==> config.mk <==
export PLATFORM = sky130hd
export DESIGN_NAME = dsp19x2_mode_bits_unpacker
export DESIGN_NICKNAME = d
export VERILOG_FILES = /design/src/rtl/dsp19x2_mode_bits_unpacker.sv
export SDC_FILE = /design/constraint.sdc
export NUM_CORES = 1
export LEC_CHECK = 0
export ABC_AREA = 1
export CORE_MARGIN = 3
export CORE_UTILIZATION = 40
export DETAILED_ROUTE_END_ITERATION = 8
export HOLD_SLACK_MARGIN = 0.03
export SYNTH_ARGS = -nofsm -noshare
export SYNTH_HDL_FRONTEND = slang
export SYNTH_SLANG_ARGS = --single-unit
==> constraint.sdc <==
create_clock -name clk_i -period 8.6 [get_ports clk_i]
set_input_delay 1.29 -clock clk_i [delete_from_list [all_inputs] [get_ports clk_i]]
set_output_delay 1.29 -clock clk_i [all_outputs]
set_load 0.02 [all_outputs]
==> src/rtl/dsp19x2_mode_bits_unpacker.sv <==
`default_nettype none
// ============================================================================
//  Module   : dsp19x2_mode_bits_unpacker
//  Purpose  : Receives the DSP19X2 MODE_BITS configuration word as a serial,
//             MSB-first stream with a valid/ready handshake. It validates the
//             terminal flag bit and unpacks the word into eight active
//             10-bit coefficient registers (COEFF1_0..3 and COEFF2_0..3).
//  Ports    : clk_i         - clock, rising edge
//             reset_i       - asynchronous active-high reset
//             cfg_start_i   - one-cycle pulse that starts a new load
//             cfg_bit_i     - serial data bit, MSB first
//             cfg_valid_i   - cfg_bit_i is valid this cycle
//             cfg_ready_o   - a bit is accepted this cycle (SHIFT state)
//             coeff_sel_i   - coefficient index 0..3
//             coeff1_o      - COEFF1_[sel], registered, one cycle of latency
//             coeff2_o      - COEFF2_[sel], registered, one cycle of latency
//             cfg_done_o    - one-cycle pulse when a load commits
//             cfg_err_o     - sticky reject flag, cleared by start or reset
//             busy_o        - high while in SHIFT or CHECK
//  Option   : MODE_BITS_PARITY_EN - when defined, the stream is 86 bits and
//             the last bit is even parity over the 85 data bits.
//  Revision : 1.0 - initial release
// ============================================================================
module dsp19x2_mode_bits_unpacker #(
    parameter int                     COEFF_WIDTH = 10,
    parameter bit                     STRICT_FLAG = 1'b1,
    parameter logic [COEFF_WIDTH-1:0] RESET_COEFF = '0
) (
    input  logic                   clk_i,
    input  logic                   reset_i,
    input  logic                   cfg_start_i,
    input  logic                   cfg_bit_i,
    input  logic                   cfg_valid_i,
    output logic                   cfg_ready_o,
    input  logic [1:0]             coeff_sel_i,
    output logic [COEFF_WIDTH-1:0] coeff1_o,
    output logic [COEFF_WIDTH-1:0] coeff2_o,
    output logic                   cfg_done_o,
    output logic                   cfg_err_o,
    output logic                   busy_o
);

    // The word layout is only defined for 10-bit coefficients.
    generate
        if (COEFF_WIDTH != 10) begin : g_bad_width
            $error("dsp19x2_mode_bits_unpacker: COEFF_WIDTH must be 10");
        end
    endgenerate

    // 8 coefficients + 4 don't-care bits + 1 flag bit = 85 data bits.
    localparam int DATA_BITS = 8 * COEFF_WIDTH + 5;
`ifdef MODE_BITS_PARITY_EN
    // Parity arrives last, so it sits in shadow bit 0 and the data is above it.
    localparam int STREAM_BITS = DATA_BITS + 1;
    localparam int DATA_LSB    = 1;
`else
    localparam int STREAM_BITS = DATA_BITS;
    localparam int DATA_LSB    = 0;
`endif
    localparam logic [6:0] LAST_IDX = 7'(STREAM_BITS - 1);
    localparam int         DATA_MSB = DATA_LSB + DATA_BITS - 1;

    localparam logic [2:0] S_IDLE   = 3'd0;
    localparam logic [2:0] S_SHIFT  = 3'd1;
    localparam logic [2:0] S_CHECK  = 3'd2;
    localparam logic [2:0] S_LOADED = 3'd3;
    localparam logic [2:0] S_ERROR  = 3'd4;

    logic [2:0]             state_q,  state_d;
    logic [6:0]             cnt_q,    cnt_d;
    logic [STREAM_BITS-1:0] shadow_q, shadow_d;
    logic                   err_q,    err_d;
    logic                   done_q,   done_d;
    logic [COEFF_WIDTH-1:0] c1_q [4];
    logic [COEFF_WIDTH-1:0] c1_d [4];
    logic [COEFF_WIDTH-1:0] c2_q [4];
    logic [COEFF_WIDTH-1:0] c2_d [4];
    logic [COEFF_WIDTH-1:0] coeff1_q, coeff1_d;
    logic [COEFF_WIDTH-1:0] coeff2_q, coeff2_d;

    logic w_flag_ok;
    logic w_parity_ok;
    logic w_accept;

    assign w_flag_ok = shadow_q[DATA_LSB] | ~STRICT_FLAG;
`ifdef MODE_BITS_PARITY_EN
    // Even parity: data bits plus parity bit must XOR to zero.
    assign w_parity_ok = ~(^shadow_q);
`else
    assign w_parity_ok = 1'b1;
`endif
    assign w_accept = w_flag_ok & w_parity_ok;

    always_comb begin
        state_d  = state_q;
        cnt_d    = cnt_q;
        shadow_d = shadow_q;
        err_d    = err_q;
        done_d   = 1'b0;
        c1_d     = c1_q;
        c2_d     = c2_q;

        if (cfg_start_i) begin
            // Start wins over everything, including a same-cycle bit transfer.
            state_d  = S_SHIFT;
            cnt_d    = '0;
            shadow_d = '0;
            err_d    = 1'b0;
        end else begin
            case (state_q)
                S_SHIFT: begin
                    // cfg_ready_o is high throughout SHIFT, so valid alone
                    // marks a transfer here.
                    if (cfg_valid_i) begin
                        shadow_d = {shadow_q[STREAM_BITS-2:0], cfg_bit_i};
                        cnt_d    = cnt_q + 7'd1;
                        if (cnt_q == LAST_IDX) begin
                            state_d = S_CHECK;
                        end
                    end
                end
                S_CHECK: begin
                    if (w_accept) begin
                        for (int i = 0; i < 4; i++) begin
                            c1_d[i] = shadow_q[DATA_MSB - 2*COEFF_WIDTH*i -: COEFF_WIDTH];
                            c2_d[i] = shadow_q[DATA_MSB - COEFF_WIDTH - 2*COEFF_WIDTH*i -: COEFF_WIDTH];
                        end
                        done_d  = 1'b1;
                        state_d = S_LOADED;
                    end else begin
                        err_d   = 1'b1;
                        state_d = S_ERROR;
                    end
                end
                default: ;
            endcase
        end

        // Select from the next-state coefficients so a fresh commit is
        // visible on the outputs in the same cycle as cfg_done_o.
        coeff1_d = c1_d[coeff_sel_i];
        coeff2_d = c2_d[coeff_sel_i];
    end

    always_ff @(posedge clk_i or posedge reset_i) begin
        if (reset_i) begin
            state_q  <= S_IDLE;
            cnt_q    <= '0;
            shadow_q <= '0;
            err_q    <= 1'b0;
            done_q   <= 1'b0;
            coeff1_q <= RESET_COEFF;
            coeff2_q <= RESET_COEFF;
            for (int i = 0; i < 4; i++) begin
                c1_q[i] <= RESET_COEFF;
                c2_q[i] <= RESET_COEFF;
            end
        end else begin
            state_q  <= state_d;
            cnt_q    <= cnt_d;
            shadow_q <= shadow_d;
            err_q    <= err_d;
            done_q   <= done_d;
            coeff1_q <= coeff1_d;
            coeff2_q <= coeff2_d;
            c1_q     <= c1_d;
            c2_q     <= c2_d;
        end
    end

    assign cfg_ready_o = (state_q == S_SHIFT);
    assign busy_o      = (state_q == S_SHIFT) || (state_q == S_CHECK);
    assign cfg_done_o  = done_q;
    assign cfg_err_o   = err_q;
    assign coeff1_o    = coeff1_q;
    assign coeff2_o    = coeff2_q;

endmodule
`default_nettype wire

==> summary.md <==
| Metric | Value |
|---|---|
| Status | finished, final reports clean |
| Synthesized flop and latch total | 197 |
| Syn Nets | 1136 |
| R2r startpoint | state_q[2]$_DFFE_PP0P_ |
| Core Region | 0.0221 mm2 |
| CTS H-tree depth | 4 |
| Worst hold path depth | 2 |
| # IOs | 31 |
| Global-route wire length before repair | 38400 um |
| Initial core utilization | roughly 41% |
| Fin crit period | around 4.0 ns |
| Worst Path Buf+Inv | 5 |
| Fin. Hold Viols | 0 |
| Worst-Skew Late Latency | between 0.4 and 0.5 ns |
| Clock Skew | between 0.01 and 0.015 ns |
| Initial antenna violation count | 0 |
| Pwr Density | 186 mW/mm2 |
| Crit path depth | 8 |
| DRC | 0 |
| Most common cell in the netlist | nand2_1 |
| TritonCTS clock tree | done |
| Post-synthesis sequential area ratio | 54.0% |
| Share of layout cells above drive strength 1 | under 10% |
| Vias per cell | between 5 and 6 |
| Post-Synthesis Cells | between 1000 and 1500 |
| DR iter-0 viols | 565 |
| Yosys top cell area share | between 50% and 60% |
| Finished Core Util | a little under half |
| TNS Setup | 0 ns |
| Synth top cells by count | nand2_1 (362), dfrtp_1 (197), nand3_1 (181), inv_1 (142), o21ai_0 (59) |
| Clock power frac | 43.7% |
| WS Path Type | input port to flip-flop |
| Max transition margin | 22.9% |
| Peak Freq | ~0.25 GHz |
| Final net count | around 1100 |
| Reg power frac | between 40% and 50% |
| Dpl hpwl | 13500 um |
| Max Buffers Root-to-Sink | 2 |
| DIE HEIGHT | approximately 160 um |
| Endpoints failing setup | 0 |
| # diodes | 0 |
| Post-CTS Resized | 0 |
| Avg Inst Size Synth | 8.10 um2 |
| Top post-synthesis cells by area | dfrtp_1 (54%), nand2_1 (15%), nand3_1 (9.9%) |
| CP top delay family | buffers and inverters |
| Cell mode on critical path | buf_4 |
| Hold_buf cts | 0 |
| Hold Path End | c1_q[14]$_DFF_PP0_ |
| Number of global-route vias before repair | slightly above 7000 |
| Startpoint Class | input port |
| GP Congestion | slightly below 0.8 |
| Crit Path Max Fanout | 76 |
| Slew Viols, Final | 0 |
| Largest net degree at the start of global routing | ~140 |
| Logic pwr share | between 6 and 7% |
| Pwr Total | ~1.9 mW |
| Yosys top cell by area | dfrtp_1 |
| Fraction of registers with async set/reset | 100% |
| # clock sinks | approximately 200 |
| GRT overflow | 0 |
| Psw | between 0.4 and 0.5 mW |
| Slowest Stage Delay on Critical Path | between 0.7 and 0.8 ns |
| Crit path cell chain | clkdlybuf4s50_1 > buf_4 > clkinv_2 > buf_4 > nand2_2 > inv_2 > nand2_1 > o31ai_1 |
| Sw frac | between 20% and 30% |
| Clock Tree Root | clkbuf_16 |
| Worst-path clk slew | 0.07 ns |
| Ys flop type | dfrtp_1 |
| Num CTS Buffers | 17 |
| Post-Route WL | 23200 um |
| Area Growth Syn to Fin | 11.1% |
| Final ANT Viol Nets | 0 |
| All-Layer GR Usage | 19.7% |
| Worst Hold Launch | c1_q[14]$_DFF_PP0_ |
| Yosys warns | 0 |
| Tcrit/Tclk final | about 47% |
| Worst reg2reg path depth | 8 |
| Worst hold slack | approximately 0.47 ns |
| Setup bufs post-CTS | 0 |
| Post-layout instance area | between 0.01 and 0.015 mm2 |
| Routed len/inst | approximately 16 um |
| R2r endpoint | shadow_q[14]$_DFFE_PP0P_ |
| Via count | between 7000 and 8000 |
| Slowest CP cell | inv_2 |
| Max-Cap Viols | 0 |
| Critical Path AT | approximately 4.3 ns |
| Leakage power | just under 5 nW |
| Netlist area before placement | a little over 0.009 mm2 |
| Row cnt | 54 |
| CP Capture Type | flip-flop |
| Peak VDD IR | 0.139 mV |
| R2R Setup Slk | 5.62 ns |
| Hold Crit Class | flip-flop to flip-flop |
| Post-synth EDFFs | 0 |
| Length of the first detailed-routing pass in iterations | 5 |
| CP Data Required Time | roughly 8.9 ns |
| DP Area | 0.00954 mm2 |
| Die Wd | between 150 and 200 um |
| Library cells used by synthesis | 24 |
| Worst slew pin tran | ~1.2 ns |
| RSZ-0062 raised after global routing | false |
| P_int | 1.44 mW |
| Port Buffer Count | 30 |
| Die area | approximately 0.025 mm2 |
==> state kept, by name (all words and copies together), names as in the netlist <==
name	cells
c1_q	40
c2_q	40
cfg_done_o	1
cfg_err_o	1
cnt_q	7
coeff1_o	10
coeff2_o	10
shadow_q	85
state_q	3
==> power by group through the flow <==
| stage | clock network (mW) | registers, mW | logic, mW |
|---|---|---|---|
| after global routing | 0.870 | 0.940 | 0.138 |
| final | 0.826 | 0.939 | 0.125 |
| after floorplan | 0 | 0.966 | 0.0714 |
| after detailed placement | 0 | 0.958 | 0.127 |
| after CTS | 0.835 | 0.939 | 0.127 |
| after global placement | 0 | 0.957 | 0.127 |
==> layout make-up <==
cell class / count / area (um2)
clock inverter: 11 / 153
clock buffer: 21 / 450
timing repair buffer: 40 / 375
sequential: 197 / 4930
multi-input combinational: 717 / 3320
inverter: 148 / 564
tap: 280 / 350
fill: 2150 / 12000
==> worst max-delay path by stage <==
| stage | startpoint | endpoint | slack (ns) |
|---|---|---|---|
| 2_1_floorplan | reset_i | c1_q[0]$_DFF_PP0_ | 1.94 |
| 3_3_place_gp | cfg_start_i | shadow_q[36]$_DFFE_PP0P_ | 4.14 |
| 3_5_place_dp | cfg_start_i | shadow_q[74]$_DFFE_PP0P_ | 4.09 |
| 4_1_cts | cfg_start_i | shadow_q[6]$_DFFE_PP0P_ | 4.50 |
| 5_1_grt | cfg_start_i | shadow_q[53]$_DFFE_PP0P_ | 4.28 |
| 6_report | cfg_start_i | shadow_q[14]$_DFFE_PP0P_ | 4.59 |
==> logic make-up (layout without fill, tap and decap cells) <==
family	count (synthesis)	count (layout)	synth area share (%)
AND/OR/NAND/NOR	619	619	29.9
buffers and inverters	213	220	9.69
flip-flops	197	197	54.0
AO/OA/AOI/OAI	96	96	6.14
adder cells (fa/ha/maj)	2	2	0.274
==> per-layer routing <==
metal | vias to the layer above | part of all wire [%] | track usage, %
met4 | 0 | 1.2 | 4.59
met5 | - | 0 | 0
met1 | 3535 | 47 | 27.7
met3 | 23 | 4.6 | 3.57
met2 | 166 | 47 | 32.0
li1 | 3508 | - | -
==> cells in the final DEF (no fill, tap or decap) <==
cell type / n
nand2_1: 362
inv_2: 6
inv_1: 140
inv_8: 1
clkdlybuf4s50_1: 30
buf_4: 10
nand4_1: 6
clkbuf_16: 17
a21oi_1: 5
clkbuf_1: 3
clkinv_2: 2
nor2_1: 13
o31ai_1: 10
o21a_1: 22
dfrtp_1: 197
bufinv_16: 3
nand3_2: 3
clkbuf_8: 1
nand2_2: 3
nand3_1: 181
nor2_2: 2
nor2_4: 3
nor3_1: 2
o21ai_0: 59
clkinv_4: 4
ha_1: 2
and2_1: 44
clkinvlp_4: 3
==> metrics by stage <==
stage	cells	setup slack, ns
finish	1414	4.59
global route	1414	4.28
CTS	1414	4.50
detailed placement	1382	4.09
global placement	1382	4.14
floorplan	1127	1.94
==> worst reg2reg max path, stage by stage (launching register included) <==
cell and delay, ns:
dfrtp_1 0.44, inv_2 0.08, nand3_2 0.09, inv_2 0.04
nand2_2 0.53, nand2_2 0.68, inv_2 0.78, nand2_1 0.15
o31ai_1 0.09
Note: power is estimated with default switching activity, not from simulation.
